$ cat config.mk
export PLATFORM = sky130hd
export DESIGN_NAME = int_controller
export DESIGN_NICKNAME = d
export VERILOG_FILES = /design/src/rtl/int_controller_pkg.sv /design/src/rtl/int_controller_irq_sync.sv /design/src/rtl/int_controller.sv
export SDC_FILE = /design/constraint.sdc
export NUM_CORES = 1
export LEC_CHECK = 0
export CORE_MARGIN = 3
export CORE_UTILIZATION = 40
export DETAILED_ROUTE_END_ITERATION = 10
export GPL_TIMING_DRIVEN = 1
export PLACE_DENSITY = 0.67
export SKIP_LAST_GASP = 1
export SLEW_MARGIN = 15
export SYNTH_ARGS = -nofsm -noshare
export SYNTH_HDL_FRONTEND = slang
export SYNTH_HIERARCHICAL = 1
export SYNTH_SLANG_ARGS = --single-unit
$ cat constraint.sdc
create_clock -name clk -period 3.1 [get_ports clk]
set_input_delay 0.62 -clock clk [delete_from_list [all_inputs] [get_ports clk]]
set_output_delay 0.62 -clock clk [all_outputs]
set_load 0.02 [all_outputs]
$ cat src/rtl/int_controller_pkg.sv
// Shared definitions for the interrupt front-end: FSM state encoding and parameter defaults.
package int_controller_pkg;

    typedef enum logic [1:0] {
        IC_IDLE = 2'd0,
        IC_REQ  = 2'd1,
        IC_SVC  = 2'd2
    } ic_state_t;

    localparam int unsigned IC_N_IRQ_DEF  = 4;
    localparam int unsigned IC_VEC_W_DEF  = 2;
    localparam int unsigned IC_SYNC_DEF   = 2;

endpackage

$ cat src/rtl/int_controller_irq_sync.sv
// Multi-stage synchroniser for the IRQ lines plus one history flop for rising-edge detection.
module irq_sync
    import int_controller_pkg::*;
#(
    parameter int unsigned N_IRQ       = IC_N_IRQ_DEF,
    parameter int unsigned SYNC_STAGES = IC_SYNC_DEF
) (
    input  logic             clk,
    input  logic             rst,
    input  logic [N_IRQ-1:0] irq_in,
    output logic [N_IRQ-1:0] irq_edge
);

    logic [SYNC_STAGES-1:0][N_IRQ-1:0] r_sync;
    logic [N_IRQ-1:0]                  r_sync_d;

    always_ff @(posedge clk or negedge rst) begin
        if (!rst) begin
            r_sync   <= '0;
            r_sync_d <= '0;
        end else begin
            r_sync   <= {r_sync[SYNC_STAGES-2:0], irq_in};
            r_sync_d <= r_sync[SYNC_STAGES-1];
        end
    end

    // A held-high level yields exactly one edge pulse.
    assign irq_edge = r_sync[SYNC_STAGES-1] & ~r_sync_d;

endmodule

$ cat src/rtl/int_controller.sv
// Interrupt front-end: pending/mask registers, fixed lowest-index-first priority and a
// request/service FSM that holds one request until ack and blocks new ones until EOI.
module int_controller
    import int_controller_pkg::*;
#(
    parameter int unsigned N_IRQ       = IC_N_IRQ_DEF,
    parameter int unsigned SYNC_STAGES = IC_SYNC_DEF,
    parameter int unsigned VEC_W       = IC_VEC_W_DEF
) (
    input  logic             clk,
    input  logic             rst,
    input  logic [N_IRQ-1:0] irq_in,
    input  logic             mask_we,
    input  logic [N_IRQ-1:0] mask_in,
    input  logic             int_ack,
    input  logic             int_eoi,
    output logic             int_req,
    output logic [VEC_W-1:0] int_vec,
    output logic [N_IRQ-1:0] pending,
    output logic [N_IRQ-1:0] mask
);

    ic_state_t        r_state, w_state_nxt;
    logic             r_req, w_req_nxt;
    logic [VEC_W-1:0] r_vec, w_vec_nxt;
    logic [N_IRQ-1:0] r_pending;
    logic [N_IRQ-1:0] r_mask;
    logic [N_IRQ-1:0] w_edge;
    logic [N_IRQ-1:0] w_eligible;
    logic [N_IRQ-1:0] w_clr;
    logic [VEC_W-1:0] w_prio;
    logic             w_vec_masked;

    irq_sync #(
        .N_IRQ       (N_IRQ),
        .SYNC_STAGES (SYNC_STAGES)
    ) u_irq_sync (
        .clk      (clk),
        .rst      (rst),
        .irq_in   (irq_in),
        .irq_edge (w_edge)
    );

    assign w_eligible = r_pending & ~r_mask;

    always_comb begin
        w_prio = '0;
        for (int unsigned i = N_IRQ; i > 0; i--) begin
            if (w_eligible[i-1]) w_prio = VEC_W'(i - 1);
        end
    end

    // Withdrawal sees a mask write in the same cycle it is issued.
    assign w_vec_masked = mask_we ? mask_in[r_vec] : r_mask[r_vec];
    assign w_clr        = (r_state == IC_REQ && int_ack) ? (N_IRQ'(1) << r_vec) : '0;

    always_comb begin
        w_state_nxt = r_state;
        w_req_nxt   = r_req;
        w_vec_nxt   = r_vec;
        unique case (r_state)
            IC_IDLE: begin
                w_req_nxt = 1'b0;
                if (|w_eligible) begin
                    w_state_nxt = IC_REQ;
                    w_req_nxt   = 1'b1;
                    w_vec_nxt   = w_prio;
                end
            end
            IC_REQ: begin
                if (int_ack) begin
                    w_state_nxt = IC_SVC;
                    w_req_nxt   = 1'b0;
                end else if (w_vec_masked) begin
                    w_state_nxt = IC_IDLE;
                    w_req_nxt   = 1'b0;
                end
            end
            IC_SVC: begin
                w_req_nxt = 1'b0;
                if (int_eoi) w_state_nxt = IC_IDLE;
            end
            default: begin
                w_state_nxt = IC_IDLE;
                w_req_nxt   = 1'b0;
            end
        endcase
    end

    always_ff @(posedge clk or negedge rst) begin
        if (!rst) begin
            r_state   <= IC_IDLE;
            r_req     <= 1'b0;
            r_vec     <= '0;
            r_pending <= '0;
            r_mask    <= '1;
        end else begin
            r_state   <= w_state_nxt;
            r_req     <= w_req_nxt;
            r_vec     <= w_vec_nxt;
            // New edge wins over an ack clear on the same bit.
            r_pending <= (r_pending & ~w_clr) | w_edge;
            if (mask_we) r_mask <= mask_in;
        end
    end

    assign int_req = r_req;
    assign int_vec = r_vec;
    assign pending = r_pending;
    assign mask    = r_mask;

endmodule
**Word level (Yosys, flattened, before mapping)**

Cells that the tools add are included.

- Logic and storage cells: 46
- Register bits after elaboration: 25

- Bitwise logic cells: 7
- Shift-type cells: 1
- Reductions and logical operators: 5
- Eq/ne operators: 5
- Order comparisons: 1
- Muxes and demuxes: 19

Operator list:

| operator | number |
|---|---|
| $mux 2 | 8 |
| $and 4x4->4 | 3 |
| $not 4->4 | 3 |
| $mux 1 | 6 |
| $pmux 2 s3 | 1 |
| $bmux 1 s2 | 2 |
| $mux 4 | 1 |
| $ne 2x2->1 const B | 2 |
| $or 4x4->4 | 1 |
| $reduce_or 4->1 | 1 |
| $shl 1x2->4 const A | 1 |
| $lt 2x3->1 const B | 1 |
| $ne 3x3->1 const B | 1 |
| $reduce_and 3->1 | 1 |
| $eq 2x1->1 const B | 1 |
| $eq 2x2->1 const B | 1 |
| $logic_not 2->1 | 1 |
| $pmux 1 s2 | 1 |
| $reduce_and 2->1 | 1 |
| $logic_and 1x1->1 | 1 |

**Depth between registers and ports, before layout**

- Depth after elaboration: 6
- Mapped depth: 5
- Mapped depth without buffers: 4

**Hierarchy**

The synthesis kept the hierarchy.

By module, submodules not included:

| module | area each (um2) | cells an instance | instances |
|---|---|---|---|
| int_controller | 623.1 | 57 | 1 |
| irq_sync | 355.3 | 16 | 1 |

**Worst setup path after synthesis**

OpenSTA, ideal clock, no wires.

- Path kind: reg-to-reg
- From: register r_mask[2] (netlist: mask[2])
- To: register r_vec[0] (netlist: int_vec[0])
- Arrival: 1.345 ns
- Stages on the path, launching flop included: 5
- Period minus slack after synthesis: 1.469 ns
- Path slack: 1.631 ns
- Cell sequence: dfstp_2 -> nand2b_1 -> o21ai_0 -> o21ai_1 -> mux2_2

- Word-level cells in the longest chain between the ends: 5
- Elaborated cells between the ends (all ways): 7
- Classes of those cells: mux (3); bitwise (2); reduce/logical (2)

Ends and longest elaborated chain:

| item | line | RTL |
|---|---|---|
| start, declared | int_controller.sv:27 | `logic [N_IRQ-1:0] r_mask;` |
| start signal, assigned | int_controller.sv:103 | `if (mask_we) r_mask <= mask_in;` |
| $not 4->4 (*) | int_controller.sv:44 | `assign w_eligible = r_pending & ~r_mask;` |
| $and 4x4->4 (*) | int_controller.sv:44 |  |
| $mux 2 (3 in a row) | int_controller.sv:49 | `if (w_eligible[i-1]) w_prio = VEC_W'(i - 1);` |
| end signal, assigned | int_controller.sv:100 | `r_vec <= w_vec_nxt;` |
| end, declared | int_controller.sv:25 | `logic [VEC_W-1:0] r_vec, w_vec_nxt;` |

Every way passes the cells marked *; elsewhere a longest branch is shown, timed or not.
A chain may end at the register's enable or synchronous reset.

**Final worst setup path**

- From: register r_vec[0] (netlist: int_vec[0])
- To: output port int_vec[0]

RTL lines:

| item | line | RTL |
|---|---|---|
| end, declared | int_controller.sv:18 | `output logic [VEC_W-1:0] int_vec,` |

No word-level cell between the ends.

==> impl_metrics.ini <==
[outcome]
status = completed

[drt]
wire_per_inst_um = 13.9
drtIter0Drc = 6
drc = 0
first_pass_iters = 2
vias = 640
vias_per_cell = 5.00
wirelength_um = 1770
ant_nets = 0

[die]
die_width_um = 55.5
die-area_mm2 = 0.00308
ioPinCount = 24
die_h_um = 55.5
start_util_pct = 43.0
core_mm2 = 0.00228
rows = 17

[cts]
clock_latency_ps = 310
cts-root-buf = clkbuf_4
post_cts.repair.setup_buffers = 0
numCtsBuffers = 3
cts_tree = done
path_clk_slew_ps = 120
htree_levels = 1
clock-sinks = 25
clk_path_buf_depth = 2
holdBufCountCts = 0
post_cts_resized = 0

[synth]
netlist_area_um2 = 978
yosysMostFrequentCell = dfrtp_1
synth_simple_gate_area_share_pct = 15.9
postSynthAreaPerCell_um2 = 13.4
synth_fa_ha_area_share_pct = 0
yosys-top-cells-count = dfrtp_1, nand2_1, mux2_2
syn_nets = 86
synth_edf_count = 0
synth_ff_type = dfrtp_1
synth_top_cell_by_area = dfrtp_1
synth_compound_area_share_pct = 6.91
synthXorXnorAreaFrac_pct = 0
synth_top_area_share_pct = 53.7
yosys_warnings = 6
synthTopCellsByArea = dfrtp_1, dfstp_2, mux2_2
synth_top_family_by_area = simple AND/OR/NAND/NOR gates
synthMuxAreaShare_pct = 10.1
yosysSeqAreaShare_pct = 64.5
syn_inst = 73
ys_types = 24
async_reset_ff_share_pct = 100
yosys_register_bits = 25

[sta]
fmax_mhz = 461
tightest_slew_ps = 344
slew_violations = 0
finalClockSkew_ps = 2.11
slew_headroom_pct = 77.1
setup_tns_ps = 0
period_minus_slack_ps = 2170
rsz0062_at_grt = no
timing.final.crit_share_pct = 69.9
finalHoldViolCount = 0
setup_viol = 0
whs_ps = 369

[worst_setup_path]
critPathMaxStageDelay_ps = 670
rr_worst_depth = 4
path_cells = clkdlybuf4s50_1
slowest_stage = clkdlybuf4s50_1
crit_path_start = int_vec[0]
start_kind = register
cp_max_fo = 9
path_depth = 1
worstPathBufferInverterCount = 1
critical_path.endpoint = int_vec[0]
arrival_ps = 1550
end_kind = output pin
critPathKind = reg -> out
critPathTopFamily = buffers and inverters
reg2reg_to = int_vec[0]
worst_ep_required_time_ps = 2480
r2r_start = mask[2]
ff2ff_setup_slack_ps = 1510

[global_route]
grt_util_all_layers_pct = 12.9
grt_pass1_vias = 691
grt_pass1_wl_um = 3130
grt_max_degree = 26
antenna_found_initial = 0
grt_remaining_overflow = 0

[finish]
area_growth_syn_to_layout_pct = 29.4
drive_above_1_share_pct = 20.0
num_antenna_cells = 0
fin_util_pct = 55.6
finalNetCount = 114
layout.cells.non_filler = 128
fillerInstances = 207

[flow_run]
cap_violations = 0

[power_and_ir_drop]
power_per_cell_area_mw_per_mm2 = 755
power_leakage_nw = 0.549
power_mw = 0.956
ir_drop_mv = 0.400

[worst_hold_path]
hold_path.class = reg -> reg
whs_path_depth = 0

[placed_design]
dp_hpwl_um = 1320
gp_congestion = 0.795
place_inst = 124
io_buffer_count = 23
-- through the flow --
stage	area [um2]	worst slack [ps]
after CTS	1270	920
final	1270	932
after global placement	1240	1120
after floorplan	978	1630
after detailed placement	1240	1050
after global routing	1270	856
-- power by group --
part / total [mW] / switching [mW] / internal (mW)
Combinational: 0.356 / 0.175 / 0.180
Sequential: 0.461 / 0.0646 / 0.396
Clock: 0.139 / 0.0891 / 0.0502
Total: 0.956 / 0.329 / 0.626
-- area by class of cell --
cell class | count | area, um2 | share of cell area, %
sequential | 25 | 631 | 49.8
multi-input combinational | 43 | 322 | 25.4
timing repair buffer | 24 | 238 | 18.8
tap | 28 | 35.0 | 2.77
clock buffer | 4 | 26.3 | 2.08
inverter | 4 | 15.0 | 1.19
-- state kept, by name, summed over array words and instances, names as in the netlist --
signal	flops
u_irq_sync/r_sync_d	4
u_irq_sync/r_sync	8
mask	4
int_req	1
pending	4
int_vec	2
r_state	2
-- per-layer routing --
metal | up-vias | global-route usage [%] | part of all wire, %
met5 | - | 0 | 0
met4 | 0 | 6.60 | 0.90
met3 | 2 | 3.27 | 4.9
met2 | 19 | 19.6 | 48
met1 | 319 | 17.0 | 46
li1 | 300 | - | -
-- cell families (layout without fill, tap and decap cells) --
kind of cell | Yosys count | count (layout)
flops | 25 | 25
simple gates | 24 | 24
compound gates | 11 | 11
mux | 8 | 8
buf+inv | 5 | 32
-- layout by cell type (no fill, tap or decap) --
master           Yosys  routed
clkbuf_1             0       1
inv_1                4       4
o21bai_1             1       1
clkdlybuf4s50_1      0      23
nand3_1              1       1
clkbuf_4             0       3
nand3b_1             2       2
nand2_1              8       8
nor2_1               3       3
mux4_2               1       1
o21ai_0              1       1
buf_4                0       1
dfstp_2              4       4
a21oi_1              3       3
or3b_2               1       1
dfrtp_1             21      21
a21o_1               1       1
a2bb2oi_1            1       1
a31oi_1              1       1
o21ai_1              2       2
mux2i_1              2       2
nor3_1               1       1
or2_2                1       1
mux2_2               5       5
nand2b_1             3       3
nor2b_4              4       4
o31ai_1              1       1
-- how the worst min path moves through the flow --
stage	from	endpoint	slack, ps
finish	u_irq_sync/r_sync[1]	u_irq_sync/r_sync[5]	370
global route	u_irq_sync/r_sync[2]	u_irq_sync/r_sync[6]	380
CTS	u_irq_sync/r_sync[1]	u_irq_sync/r_sync[5]	370
detailed placement	u_irq_sync/r_sync[0]	u_irq_sync/r_sync[4]	340
global placement	u_irq_sync/r_sync[3]	u_irq_sync/r_sync[7]	330
floorplan	rst	int_req	320
Note: power is estimated with default switching activity, not from simulation.
